--- config.mk ---
export PLATFORM = sky130hd
export DESIGN_NAME = alu_cmd_driver
export DESIGN_NICKNAME = d
export VERILOG_FILES = /design/src/rtl/alu_drv_pkg.sv /design/src/rtl/alu_cmd_driver.sv
export SDC_FILE = /design/constraint.sdc
export NUM_CORES = 1
export LEC_CHECK = 0
export CAP_MARGIN = 20
export CORE_MARGIN = 5
export CORE_UTILIZATION = 30
export DETAILED_ROUTE_END_ITERATION = 10
export PLACE_DENSITY = 0.58
export SLEW_MARGIN = 20
export SYNTH_ARGS = -nofsm -noshare
export SYNTH_HDL_FRONTEND = slang
export SYNTH_SLANG_ARGS = --single-unit
--- constraint.sdc ---
create_clock -name clk -period 1.8 [get_ports clk]
set_input_delay 0.54 -clock clk [delete_from_list [all_inputs] [get_ports clk]]
set_output_delay 0.54 -clock clk [all_outputs]
set_load 0.02 [all_outputs]
--- src/rtl/alu_drv_pkg.sv ---
// alu_drv_pkg
//   Shared definitions for the packed 8-bit ALU pin interface. The host-side
//   driver uses these to build the command word. The ALU-side wrapper uses
//   the same field positions to take it apart.
//
//   Contents:
//     state_t          driver FSM states (IDLE, DRIVE, RESP)
//     *_HI / *_LO      bit positions of sel, A and B inside the command word
//     *_W              derived field widths
//     CMD_W            command / result word width
//     pack_cmd()       builds {sel, A, B} from the three fields

package alu_drv_pkg;

    localparam int CMD_W  = 8;

    localparam int SEL_HI = 7;
    localparam int SEL_LO = 5;
    localparam int A_HI   = 4;
    localparam int A_LO   = 2;
    localparam int B_HI   = 1;
    localparam int B_LO   = 0;

    localparam int SEL_W  = SEL_HI - SEL_LO + 1;
    localparam int A_W    = A_HI - A_LO + 1;
    localparam int B_W    = B_HI - B_LO + 1;

    typedef enum logic [1:0] {
        IDLE  = 2'd0,
        DRIVE = 2'd1,
        RESP  = 2'd2
    } state_t;

    // Place each field at its fixed position. The fields tile the word
    // exactly, so there are no padding bits to fill.
    function automatic logic [CMD_W-1:0] pack_cmd(
        input logic [SEL_W-1:0] sel,
        input logic [A_W-1:0]   a,
        input logic [B_W-1:0]   b
    );
        logic [CMD_W-1:0] cmd;
        cmd                = '0;
        cmd[SEL_HI:SEL_LO] = sel;
        cmd[A_HI:A_LO]     = a;
        cmd[B_HI:B_LO]     = b;
        return cmd;
    endfunction

endpackage

--- src/rtl/alu_cmd_driver.sv ---
// alu_cmd_driver
//   Host-side driver for the packed 8-bit ALU pin interface. It accepts one
//   {sel, A, B} request and drives the packed command word onto cmd_out. It
//   holds the word for SETTLE_CYCLES cycles and then captures the ALU
//   result. The result stays on the response port until the consumer takes
//   it. Only one request is in flight at a time.
//
//   Parameters:
//     SETTLE_CYCLES  cycles cmd_out is held before res_in is sampled (1..255)
//     CNT_W          width of the completed-transaction counter
//
//   Ports:
//     clk, rst_n     clock, synchronous active-low reset
//     req_valid/req_ready, req_sel, req_a, req_b    request channel
//     cmd_out        registered packed command to the ALU
//     res_in         ALU result (combinational from cmd_out)
//     rsp_valid/rsp_ready, rsp_data, rsp_cmd        response channel
//     busy           high whenever the driver is not idle
//     txn_count      completed response handshakes, wraps silently

module alu_cmd_driver
    import alu_drv_pkg::*;
#(
    parameter int SETTLE_CYCLES = 2,
    parameter int CNT_W         = 8
) (
    input  logic             clk,
    input  logic             rst_n,
    input  logic             req_valid,
    output logic             req_ready,
    input  logic [SEL_W-1:0] req_sel,
    input  logic [A_W-1:0]   req_a,
    input  logic [B_W-1:0]   req_b,
    output logic [CMD_W-1:0] cmd_out,
    input  logic [CMD_W-1:0] res_in,
    output logic             rsp_valid,
    input  logic             rsp_ready,
    output logic [CMD_W-1:0] rsp_data,
    output logic [CMD_W-1:0] rsp_cmd,
    output logic             busy,
    output logic [CNT_W-1:0] txn_count
);

    // Refuse to build with a settle time the 8-bit counter cannot express,
    // or with field positions that do not tile the command word exactly.
    generate
        if (SETTLE_CYCLES < 1 || SETTLE_CYCLES > 255) begin : g_bad_settle
            $error("alu_cmd_driver: SETTLE_CYCLES must be in 1..255");
        end
        if (SEL_W + A_W + B_W != CMD_W) begin : g_bad_fields
            $error("alu_cmd_driver: command fields do not fill CMD_W bits");
        end
    endgenerate

    // Counts down to zero. DRIVE samples the result on the edge where the
    // counter is already zero. That gives exactly SETTLE_CYCLES DRIVE cycles.
    localparam logic [7:0] CNT_INIT = 8'(SETTLE_CYCLES - 1);

    state_t     state_reg;
    logic [7:0] cnt_reg;

    always_ff @(posedge clk) begin
        if (!rst_n) begin
            state_reg <= IDLE;
            cnt_reg   <= '0;
            cmd_out   <= '0;
            rsp_data  <= '0;
            rsp_cmd   <= '0;
            rsp_valid <= 1'b0;
            txn_count <= '0;
        end else begin
            case (state_reg)
                IDLE: begin
                    if (req_valid) begin
                        cmd_out   <= pack_cmd(req_sel, req_a, req_b);
                        cnt_reg   <= CNT_INIT;
                        state_reg <= DRIVE;
                    end
                end
                DRIVE: begin
                    if (cnt_reg == 8'd0) begin
                        // Capture the command together with its result so
                        // the consumer can pair them without tracking state.
                        rsp_data  <= res_in;
                        rsp_cmd   <= cmd_out;
                        rsp_valid <= 1'b1;
                        state_reg <= RESP;
                    end else begin
                        cnt_reg <= cnt_reg - 8'd1;
                    end
                end
                RESP: begin
                    if (rsp_ready) begin
                        rsp_valid <= 1'b0;
                        txn_count <= txn_count + CNT_W'(1);
                        state_reg <= IDLE;
                    end
                end
                default: begin
                    state_reg <= IDLE;
                    rsp_valid <= 1'b0;
                end
            endcase
        end
    end

    assign req_ready = (state_reg == IDLE);
    assign busy      = (state_reg != IDLE);

endmodule

* Word-level counts from Yosys, hierarchy flattened
Index checks and enable logic that the tools add are counted.
** Cells by class
- Eq/ne operators :: 6
- $add $sub $neg :: 2
- Bitwise operators :: 1
- Reductions and logical operators :: 10
- Multiplexer cells :: 10
** Operator list (number)
- two-way mux 8 bit :: 2
- one-hot mux 8 bit (2 select lines) :: 1
- AND reduction 3 bit :: 3
- adder 8 x 1 -> 8 bit (second input constant) :: 1
- zero test 8 bit :: 1
- != test 2 bit (second input constant) :: 4
- subtractor 8 x 1 -> 8 bit (second input constant) :: 1
- two-way mux 2 bit :: 3
- one-hot mux 2 bit (3 select lines) :: 1
- AND reduction 2 bit :: 3
- nonzero test 2 bit :: 2
- one-hot mux 1 bit (3 select lines) :: 1
- == test 2 x 1 -> 1 bit (second input constant) :: 1
- == test 2 bit (second input constant) :: 1
- zero test 2 bit :: 1
- two-way mux 1 bit :: 2
- inverter 1 bit :: 1
** Storage, ports and cells
- Register bits :: 43
- Word-level logic and storage cells :: 36

* Depth between registers and ports, before layout
- Depth after elaboration :: 3
- Depth in mapped cells :: 7

* Worst setup path before layout
No wires, ideal clock.
- Path kind :: reg-to-reg
- From :: reg cnt_reg[0]
- To :: reg rsp_cmd[1]
- Clock period less this slack :: 1561 ps
- Library setup time :: 115 ps
- Stages on the path, launching flop included :: 8
- Arrival time :: 1447 ps
- Slack :: 239 ps
- Cells stage by stage :: dfxtp_1 > inv_1 > ha_1 > nor3b_1 > nand3_4 > clkbuf_8 > nand3_1 > o21ai_2
** On the way
- Cells in the longest elaborated chain, start to end :: 2
** RTL lines
- start, declared :: line alu_cmd_driver.sv:60 : logic [7:0] cnt_reg;
- start signal, assigned :: line alu_cmd_driver.sv:89 : cnt_reg <= cnt_reg - 8'd1;
- zero test 8 bit :: line alu_cmd_driver.sv:81 : if (cnt_reg == 8'd0) begin
- AND reduction 2 bit (no source line)
- end signal, assigned :: line alu_cmd_driver.sv:85 : rsp_cmd <= cmd_out;
- end, declared :: line alu_cmd_driver.sv:39 : output logic [CMD_W-1:0] rsp_cmd,
No other way between the ends.
A chain may end at the register's enable or synchronous reset.

* Worst setup path after layout
- From :: reg state_reg[0]
- To :: out busy
** On the way
- Cells in the longest elaborated chain, start to end :: 1
** RTL lines
- start, declared :: line alu_cmd_driver.sv:59 : state_t state_reg;
- start signal, assigned :: line alu_cmd_driver.sv:64 : state_reg <= IDLE;
- start signal, assigned :: line alu_cmd_driver.sv:77 : state_reg <= DRIVE;
- start signal, assigned :: line alu_cmd_driver.sv:87 : state_reg <= RESP;
- nonzero test 2 bit :: line alu_cmd_driver.sv:108 : assign busy = (state_reg != IDLE);
- end, declared :: line alu_cmd_driver.sv:40 : output logic busy,
No other way between the ends.

==> flow_summary.yaml <==
sta:
  fin_crit_ns: 1.72
  rsz0062_at_grt: "false"
  slew_viol_final: 0
  final_hold_viol_count: 0
  skew_ns: 0.00909
  max_clock_freq_mhz: 581
  final.setup.tns_ns: 0
  finalSetupViolations: 0
  period_share_pct: 95.6
  fin_ws_ns: 0.0789
  maxSlewHeadroom_pct: 70.7
  worst_pin_slew_ns: 0.436
worst_setup_path:
  r2r-end: "cnt_reg[7]"
  timing.rr.start: "cnt_reg[0]"
  cp-start-kind: "register"
  path_max_fanout: 4
  crit_type: "reg2out"
  crit_required_ns: 1.26
  rrSetupSlack_ns: 0.15
  cp.arrival_ns: 1.18
  endpoint_kind: "primary output"
  r2r_cells: 5
floorplanning:
  die_area_sq_um: 7970
  core_sq_um: 6030
  die_h_um: 89.3
  rows: 28
  die_x_um: 89.3
  ios: 55
  start_util_pct: 31.3
synthesis:
  avgSynthCellArea_sq_um: 8.98
  ys_top_cells_by_count: "43 x dfxtp_1, 41 x nand2_1, 16 x nand3_1, 13 x nor2_1, 11 x a21oi_1"
  yosysMostFrequentCell: "dfxtp_1"
  async_flop_share_pct: 0
  ys_ff_latch: 43
  yosysTopAreaCellShare_pct: 45.7
  synth_area_leaders: "dfxtp_1 46%, nand2_1 8.2%, nand3_1 4.2%, o21ai_2 4.2%, a21oi_1 2.9%"
  synth_area_leader_cell: "dfxtp_1"
  seq_area_frac_synth_pct: 45.7
  synthFlopType: "dfxtp_1"
  ys_warn_count: 0
  syn_area_sq_um: 1890
  synth_edf_count: 0
  synth_cell_types: 44
  synthCells: 210
  synth_fp_nets: 233
worst_hold_path:
  hp-start: "rsp_cmd[4]"
  hold_depth: 2
  holdPathEnd: "rsp_cmd[4]"
  worstHoldPathType: "reg2reg"
place:
  port_buffers: 54
  gp_congestion: 0.805
  dp.cells: 345
  pre_cts_slack_ns: -0.222
  place_hpwl_um: 3250
power:
  worst_ir_drop_vdd_v: 0.000840
  combPwrFrac_pct: 46.2
  p_leak_nw: 1.31
  intPower_mw: 2.42
  swShare_pct: 37.5
  switchingPower_mw: 1.45
  power_frac_seq_pct: 34.3
  clkPwrFrac_pct: 19.5
  power.density_nw_per_um2: 1430
cts:
  h-tree-depth: 2
  clk_pin_slew_worst_paths_ns: 0.08
  numCtsBuffers: 5
  cts_resized: 22
  clk_latency_ns: 0.29
  cts_root_buffer: "clkbuf_8"
  cts_tree: "done"
  cts_num_sinks: 43
  cts_setup_buffers: 0
  ctsHoldBuffers: 0
  cts_buffer_depth: 2
grt:
  grt_pass1_vias: 1581
  grt_start_max_net_pins: 34
  antenna_found_initial: 0
  grt_pass1_wl_um: 7470
  grt-ovfl-total: 0
  track_usage_pct: 12.0
detailed_routing:
  routed_wl_um: 4480
  via_per_inst: 4.60
  ant_nets: 0
  drt-initial-drc-count: 56
  wire_per_inst_um: 12.7
  num_vias: 1623
  firstDrtPassIters: 4
  drc_errors: 0
cells_and_area:
  drive_gt1_share_pct: 16.2
  diodes: 0
  syn_to_final_growth_pct: 43.1
  nNetsFinal: 300
  final_cells: 353
status:
  status: "complete, no violations"
run:
  maxCapViolCount: 0
==> how the worst max path moves through the flow <==
stage	from	to	cells after the start
2_1_floorplan	cnt_reg[0]	rsp_cmd[1]	7
3_3_place_gp	req_valid	cnt_reg[7]	5
3_5_place_dp	req_valid	cnt_reg[7]	5
4_1_cts	rsp_cmd[2]	rsp_cmd[2]	1
5_1_grt	state_reg[0]	busy	4
6_report	state_reg[0]	busy	4
==> cell usage in the layout, fill, tap and decap left out, types with 2 or more instances in the layout <==
cell and n:
dfxtp_1 43, nand2_1 41, dlygate4sd2_1 22, clkdlybuf4s50_1 19
nand3_1 16, buf_4 15, nor2_1 13, dlymetal6s2s_1 13
a21oi_1 11, o21ai_2 9, o21ai_1 7, xnor2_1 6
inv_1 5, o21ai_0 5, clkbuf_8 5, a211oi_1 4
nand4b_1 3, or3_1 3, xor2_1 3, ha_1 3
nor3b_1 2, a21oi_2 2, nor3_1 2, nand3b_1 2
==> layer usage <==
metal  global-route usage [%]  wire length (um)
met1                     16.0              2160
met2                     18.6              1990
met3                     3.50               306
met4                     4.06                27
met5                        0                 0
==> power by group through the flow <==
stage	Sequential, mW	Combinational (mW)	Clock (mW)
after floorplan	1.44	1.12	0
after global placement	1.35	1.85	0
after detailed placement	1.35	1.86	0
after CTS	1.33	1.82	0.787
after global routing	1.36	1.97	0.828
final	1.33	1.79	0.754
==> cells by family (layout without fill, tap and decap cells) <==
kind of cell,Yosys count,count (layout),synth area share (%)
AND/OR/NAND/NOR,94,94,26.6
AO/OA/AOI/OAI,44,44,16.0
flip-flops,43,43,45.7
buffers and inverters,16,84,5.04
XOR/XNOR,9,9,4.18
adder cells (fa/ha/maj),3,3,1.99
multiplexers,1,1,0.531
==> stage by stage <==
step / hold WS [ns] / total power [mW] / utilization, % / cell area (sq um)
CTS: 0.461 / 3.94 / 44.2 / 2670
global placement: 0.443 / 3.20 / 42.8 / 2580
detailed placement: 0.449 / 3.21 / 42.8 / 2580
global route: 0.484 / 4.16 / 44.8 / 2700
finish: 0.453 / 3.87 / 44.8 / 2700
floorplan: 0.484 / 2.56 / - / 1890
==> critical path, stage by stage, from the launching register on <==
cell and delay (ns):
dfxtp_1 0.34, nor2_1 0.05, buf_4 0.14, inv_1 0.04, dlygate4sd2_1 0.32
==> final cells by class <==
cell class / instances / area (sq um)
clock buffer: 5 / 68.8
clock inverter: 3 / 43.8
fill: 626 / 3330
inverter: 6 / 22.5
multi-input combinational: 151 / 930
sequential: 43 / 861
tap: 75 / 93.8
timing repair buffer: 70 / 678
No activity file was read; power rests on OpenSTA's default activity.
